--- src/rtl/riscv_pipe_pkg.sv ---
// Shared pipeline types for the hazard/forwarding controller: mux select codes,
// register index width and the shadow-pipeline entry.
package riscv_pipe_pkg;

  localparam int REG_ADDR_W = 5;

  localparam logic [1:0] FWD_RF  = 2'b00;
  localparam logic [1:0] FWD_WB  = 2'b01;
  localparam logic [1:0] FWD_MEM = 2'b10;

  typedef struct packed {
    logic                  valid;
    logic [REG_ADDR_W-1:0] rd;
    logic                  regwrite;
    logic                  memread;
  } shadow_t;

  // A producer in a later stage matches a source only if it really writes a
  // non-zero register and the consumer actually reads that operand.
  function automatic logic shadow_hit(input shadow_t s,
                                      input logic [REG_ADDR_W-1:0] rs,
                                      input logic use_rs);
    return s.valid & s.regwrite & (s.rd != '0) & (s.rd == rs) & use_rs;
  endfunction

endpackage

--- src/rtl/hazard_stage_reg.sv ---
// One shadow-pipeline entry: async active-low reset, load enable, and a bubble
// input that loads an invalid entry instead of d.
module hazard_stage_reg
  import riscv_pipe_pkg::*;
(
  input  logic    clk,
  input  logic    rst_n,
  input  logic    en,
  input  logic    bubble,
  input  shadow_t d,
  output shadow_t q
);

  shadow_t entry_q;
  shadow_t entry_d;

  always_comb begin
    entry_d = entry_q;
    if (en) begin
      entry_d = bubble ? shadow_t'('0) : d;
    end
  end

  always_ff @(posedge clk or negedge rst_n) begin
    if (!rst_n) begin
      entry_q <= '0;
    end else begin
      entry_q <= entry_d;
    end
  end

  assign q = entry_q;

endmodule

--- src/rtl/hazard_fwd_unit.sv ---
// Forwarding and hazard controller for the 5-stage pipeline.
// HAZARD_FWD_EN defined: EX/MEM forwarding with load-use stall; undefined: no
// forwarding, stall on any RAW hit against EX or MEM until the producer is in WB.
module hazard_fwd_unit #(
  parameter int REG_ADDR_W = riscv_pipe_pkg::REG_ADDR_W,
  parameter int CNT_W      = 16
) (
  input  logic                  clk,
  input  logic                  rst_n,
  input  logic                  id_valid,
  input  logic [REG_ADDR_W-1:0] id_rs1,
  input  logic [REG_ADDR_W-1:0] id_rs2,
  input  logic                  id_use_rs1,
  input  logic                  id_use_rs2,
  input  logic [REG_ADDR_W-1:0] id_rd,
  input  logic                  id_regwrite,
  input  logic                  id_memread,
  input  logic                  ex_flush,
  input  logic                  stall_ext,
  output logic [1:0]            fwd_a_sel,
  output logic [1:0]            fwd_b_sel,
  output logic                  stall_if_id,
  output logic                  bubble_ex,
  output logic                  flush_if_id,
  output logic [CNT_W-1:0]      stall_cnt
);

  import riscv_pipe_pkg::*;

  shadow_t id_s;
  shadow_t ex_s;
  shadow_t mem_s;
  shadow_t wb_s;

  logic             pipe_en;
  logic             ex_hit_a, ex_hit_b, mem_hit_a, mem_hit_b;
  logic             raw_stall;
  logic             flush_eff;
  logic             flush_pend_q, flush_pend_d;
  logic [1:0]       fwd_a_q, fwd_a_d, fwd_b_q, fwd_b_d;
  logic [1:0]       sel_a_calc, sel_b_calc;
  logic [CNT_W-1:0] stall_cnt_q, stall_cnt_d;

  assign pipe_en = ~stall_ext;

  assign id_s = '{valid:    id_valid,
                  rd:       id_rd,
                  regwrite: id_regwrite,
                  memread:  id_memread};

  hazard_stage_reg u_ex_stage (
    .clk    (clk),
    .rst_n  (rst_n),
    .en     (pipe_en),
    .bubble (bubble_ex),
    .d      (id_s),
    .q      (ex_s)
  );

  hazard_stage_reg u_mem_stage (
    .clk    (clk),
    .rst_n  (rst_n),
    .en     (pipe_en),
    .bubble (1'b0),
    .d      (ex_s),
    .q      (mem_s)
  );

  hazard_stage_reg u_wb_stage (
    .clk    (clk),
    .rst_n  (rst_n),
    .en     (pipe_en),
    .bubble (1'b0),
    .d      (mem_s),
    .q      (wb_s)
  );

  assign ex_hit_a  = shadow_hit(ex_s,  id_rs1, id_use_rs1);
  assign ex_hit_b  = shadow_hit(ex_s,  id_rs2, id_use_rs2);
  assign mem_hit_a = shadow_hit(mem_s, id_rs1, id_use_rs1);
  assign mem_hit_b = shadow_hit(mem_s, id_rs2, id_use_rs2);

`ifdef HAZARD_FWD_EN
  // Only a load in EX cannot be covered by forwarding; it costs one bubble.
  assign raw_stall  = id_valid & ex_s.memread & (ex_hit_a | ex_hit_b);
  assign sel_a_calc = ex_hit_a ? FWD_MEM : (mem_hit_a ? FWD_WB : FWD_RF);
  assign sel_b_calc = ex_hit_b ? FWD_MEM : (mem_hit_b ? FWD_WB : FWD_RF);
`else
  assign raw_stall  = id_valid & (ex_hit_a | ex_hit_b | mem_hit_a | mem_hit_b);
  assign sel_a_calc = FWD_RF;
  assign sel_b_calc = FWD_RF;
`endif

  // A flush seen while frozen is remembered so it still lands on the first
  // unfrozen cycle, whether or not the branch unit keeps ex_flush asserted.
  assign flush_eff   = pipe_en & (ex_flush | flush_pend_q);
  assign flush_if_id = flush_eff;
  assign bubble_ex   = pipe_en & (flush_eff | raw_stall);
  assign stall_if_id = stall_ext | (raw_stall & ~flush_eff);

  always_comb begin
    flush_pend_d = flush_pend_q;
    fwd_a_d      = fwd_a_q;
    fwd_b_d      = fwd_b_q;
    stall_cnt_d  = stall_cnt_q;
    if (stall_ext) begin
      flush_pend_d = flush_pend_q | ex_flush;
    end else begin
      flush_pend_d = 1'b0;
      fwd_a_d      = bubble_ex ? FWD_RF : sel_a_calc;
      fwd_b_d      = bubble_ex ? FWD_RF : sel_b_calc;
      if (raw_stall && !flush_eff && (stall_cnt_q != {CNT_W{1'b1}})) begin
        stall_cnt_d = stall_cnt_q + 1'b1;
      end
    end
  end

  always_ff @(posedge clk or negedge rst_n) begin
    if (!rst_n) begin
      flush_pend_q <= 1'b0;
      fwd_a_q      <= FWD_RF;
      fwd_b_q      <= FWD_RF;
      stall_cnt_q  <= '0;
    end else begin
      flush_pend_q <= flush_pend_d;
      fwd_a_q      <= fwd_a_d;
      fwd_b_q      <= fwd_b_d;
      stall_cnt_q  <= stall_cnt_d;
    end
  end

  assign fwd_a_sel = fwd_a_q;
  assign fwd_b_sel = fwd_b_q;
  assign stall_cnt = stall_cnt_q;

  // The WB entry is kept for observability; write-before-read means nothing
  // here consumes it, nor the memread bit beyond EX.
  logic unused_shadow;
  assign unused_shadow = ^{wb_s, mem_s.memread, ex_s.memread};

endmodule
--- config.mk ---
export PLATFORM = sky130hd
export DESIGN_NAME = hazard_fwd_unit
export DESIGN_NICKNAME = d
export VERILOG_FILES = /design/src/rtl/riscv_pipe_pkg.sv /design/src/rtl/hazard_stage_reg.sv /design/src/rtl/hazard_fwd_unit.sv
export SDC_FILE = /design/constraint.sdc
export NUM_CORES = 1
export LEC_CHECK = 0
export ABC_AREA = 0
export BUFFER_PORTS_ARGS = -buffer_cell sky130_fd_sc_hd__buf_2
export CELL_PAD_IN_SITES_DETAIL_PLACEMENT = 2
export CELL_PAD_IN_SITES_GLOBAL_PLACEMENT = 2
export CORE_MARGIN = 2
export CORE_UTILIZATION = 29
export DETAILED_ROUTE_END_ITERATION = 16
export GPL_ROUTABILITY_DRIVEN = 0
export HOLD_SLACK_MARGIN = 0.05
export PLACE_DENSITY_LB_ADDON = 0.1
export SLEW_MARGIN = 5
export SYNTH_ARGS = -nofsm -noshare
export SYNTH_HDL_FRONTEND = slang
export SYNTH_SLANG_ARGS = --single-unit
--- constraint.sdc ---
create_clock -name clk -period 3 [get_ports clk]
set_input_delay 0.9 -clock clk [delete_from_list [all_inputs] [get_ports clk]]
set_output_delay 0.9 -clock clk [all_outputs]
set_load 0.05 [all_outputs]
==> out/results.tsv <==
stage	metric	value	unit
clock_network	Hold-fix buffers, CTS	0	
grt	GRT overflow	0	
grt	largest net degree at the start of global routing	32	
worst_setup_path	crit start category	flip-flop	
sta	Worst Skew	6.29	ps
worst_setup_path	crit path capture type	output pin	
die	initial core utilization	29.9	%
detailed_routing	final WL	5530	microns
sta	hold_ws	494	ps
logic_synthesis	largest cells by area after synthesis	dfrtp_1 (44%), xor2_1 (9.9%), xnor2_1 (7.4%)	
detailed_routing	Vias/cell	4.94	
clock_network	CTS buffer count	5	
sta	Final Hold Vio Count	0	
die	Die ar.	6750	sq um
worst_setup_path	crit-path max FO	3	
detailed_routing	antenna-violating nets left	0	
power_and_ir_drop	Cell Pwr Density	402	nW/um^2
power_and_ir_drop	leakage	1.21	nW
sta	Fin Setup TNS	-372	ps
die	# rows	28	
clock_network	clk_lat worst skew	280	ps
power_and_ir_drop	Max VDD drop	0.211	mV
logic_synthesis	top cell type's share of synthesized area	43.8	%
sta	Max Slew Vio Count	0	
clock_network	CTS Root Cell	clkbuf_8	
worst_setup_path	Critical Path AT	2320	ps
die	num ports	47	
logic_synthesis	Synth area leader	dfrtp_1	
cells_and_area	# diodes	0	
logic_synthesis	sequential cell area fraction in the yosys report	43.8	%
placed_design	# placed instances	291	
logic_synthesis	top cells by instance count after synthesis	dfrtp_1 (31), xor2_1 (20), nand3_1 (17)	
sta	RSZ-0062 raised after global routing	true	
sta	Final WS setup	-220	ps
logic_synthesis	Synth async-reset ratio	100	%
logic_synthesis	YS warnings	0	
worst_setup_path	CP Data Required Time	2100	ps
cells_and_area	Final nets	256	
sta	measured slew at the worst slew-check pin	732	ps
run	Max Cap Violations	0	
cells_and_area	share of layout cells above drive strength 1	49.1	%
grt	initial antenna violation count	0	
power_and_ir_drop	Overall Power	1.03	mW
worst_setup_path	CP max stage cell	or4_4	
sta	min cycle time layout	3220	ps
placed_design	Post-DP HPWL	3990	microns
detailed_routing	initial drt markers	39	
clock_network	Num Clock Sinks	31	
clock_network	CTS tree	built	
worst_setup_path	largest stage delay on the critical path	550	ps
grt	total track usage	18.0	%
status	status	complete, but fails checks	
logic_synthesis	Seq cells post-synth	31	
detailed_routing	TritonRoute pass-1 iters	4	
detailed_routing	per-cell routed wire length	18.0	microns
sta	slew margin rel.	51.2	%
clock_network	Max clock buf depth	2	
placed_design	# port buffers	41	
cells_and_area	final core utilization	43.2	%
sta	crit share post-route	107	%
logic_synthesis	Synth Instances	163	
sta	final setup vio count	2	
cells_and_area	post-route insts no fill	307	
logic_synthesis	Synth Flop Type	dfrtp_1	
logic_synthesis	most instantiated library cell after synthesis	dfrtp_1	
cells_and_area	area grow syn2layout	44.3	%
status	failing checks	setup timing	
sta	fmax	311	MHz
die	Die Wd	82.1	microns
die	die height	82.1	microns
logic_synthesis	Synth cell types	34	
clock_network	Worst-path clk slew	60	ps
logic_synthesis	syn_area_per_cell	10.9	sq um
hold_path	hold crit path type	reg -> reg	
worst_setup_path	Setup CP Type	reg -> out	
grt	first-pass GRT wire length	8910	microns
detailed_routing	via count	1517	
clock_network	htree depth	2	
detailed_routing	DRC	0	
logic_synthesis	EDFF count, synth	0	
die	CORE AREA	5920	sq um
grt	vias in the first global route	1698	
worst_setup_path	worst path cell trace	or4_4 > o211ai_4 > nor4_2 > o21ai_2 > a21boi_4 > o31a_4 > buf_8	
logic_synthesis	Post-Syn Area	1770	sq um
placed cells by master (no fill, tap or decap), types with 3 or more instances in the layout:
cell,n
buf_8,3
xor2_1,18
mux2_2,7
conb_1,4
inv_1,4
xnor2_1,5
a211oi_1,4
a2111oi_0,5
nand3_1,15
nor4_2,4
clkbuf_8,7
buf_6,7
nand2_1,12
xnor2_2,10
buf_4,24
o21ai_0,6
buf_2,33
nor2_1,4
dfrtp_1,31
worst max-delay path, delay by kind of cell, from the launching register on:
| family | cells | cell delay (ps) |
|---|---|---|
| AOI/OAI and AO/OA | 4 | 890 |
| and+or+nand+nor | 2 | 620 |
| DFF | 1 | 390 |
| buffers and inverters | 1 | 150 |
cell type report:
type / count / area, sq um
fill: 645 / 3370
multi-input combinational: 121 / 1100
sequential: 31 / 776
timing repair buffer: 67 / 469
clock buffer: 8 / 100
tap: 75 / 93.8
inverter: 5 / 18.8
metrics by stage:
step                      instance area [sq um]  setup WS [ps]
after detailed placement                   2220           -335
final                                      2550           -220
after floorplan                            1860          -41.3
after global routing                       2550           -274
after global placement                     2220           -270
after CTS                                  2450           -194
routing by layer:
layer / vias up / part of all wire [%] / global-route usage, %
li1: 713 / - / -
met1: 765 / 45 / 23.2
met2: 35 / 51 / 30.7
met3: 4 / 3.8 / 3.80
met4: 0 / 1.0 / 4.50
met5: - / 0 / 0
where the power goes:
group,internal (mW),switching (mW)
logic,0.100,0.110
clock network,0.209,0.153
registers,0.435,0.0186
flip-flops by register name, indices dropped and copies added, names as in the netlist:
register and flops:
stall_cnt 16, u_ex_stage.q 7, u_mem_stage.q 7, flush_pend_q 1
path summary, 6_finish.rpt:
check | start | depth (start not counted) | slack [ps] | to
worst max-delay path | u_ex_stage.q[4]$_DFFE_PN0N_ | 7 | -220 | bubble_ex
worst min-delay path | stall_cnt[10]$_DFFE_PN0P_ | 1 | 490 | stall_cnt[10]$_DFFE_PN0P_
worst max register to register | u_ex_stage.q[4]$_DFFE_PN0N_ | 11 | 190 | stall_cnt[8]$_DFFE_PN0P_
worst min register to register | stall_cnt[10]$_DFFE_PN0P_ | 1 | 490 | stall_cnt[10]$_DFFE_PN0P_
max in group asynchronous | rst_n | 1 | 1850 | stall_cnt[8]$_DFFE_PN0P_
min in group asynchronous | rst_n | 1 | 680 | u_ex_stage.q[3]$_DFFE_PN0N_
what timing repair did:
| action | CTS | global route |
|---|---|---|
| gates resized for setup | 22 | 15 |
| pin swaps | 15 | 12 |
| setup buffers | 4 | 4 |
| setup endpoints to repair | 2 | 2 |
cells by family (layout without fill, tap and decap cells):
group / Yosys count / count (layout) / share of synthesized area [%]
AOI/OAI and AO/OA: 30 / 30 / 15.8
DFF: 31 / 31 / 43.8
buffers and inverters: 14 / 80 / 4.80
other: 1 / 4 / 0.212
muxes: 8 / 8 / 5.30
adders and majority gates: 1 / 1 / 0.707
and+or+nand+nor: 43 / 43 / 12.0
xor gates and xnor gates: 35 / 35 / 17.3
Note: power is estimated with default switching activity, not from simulation.
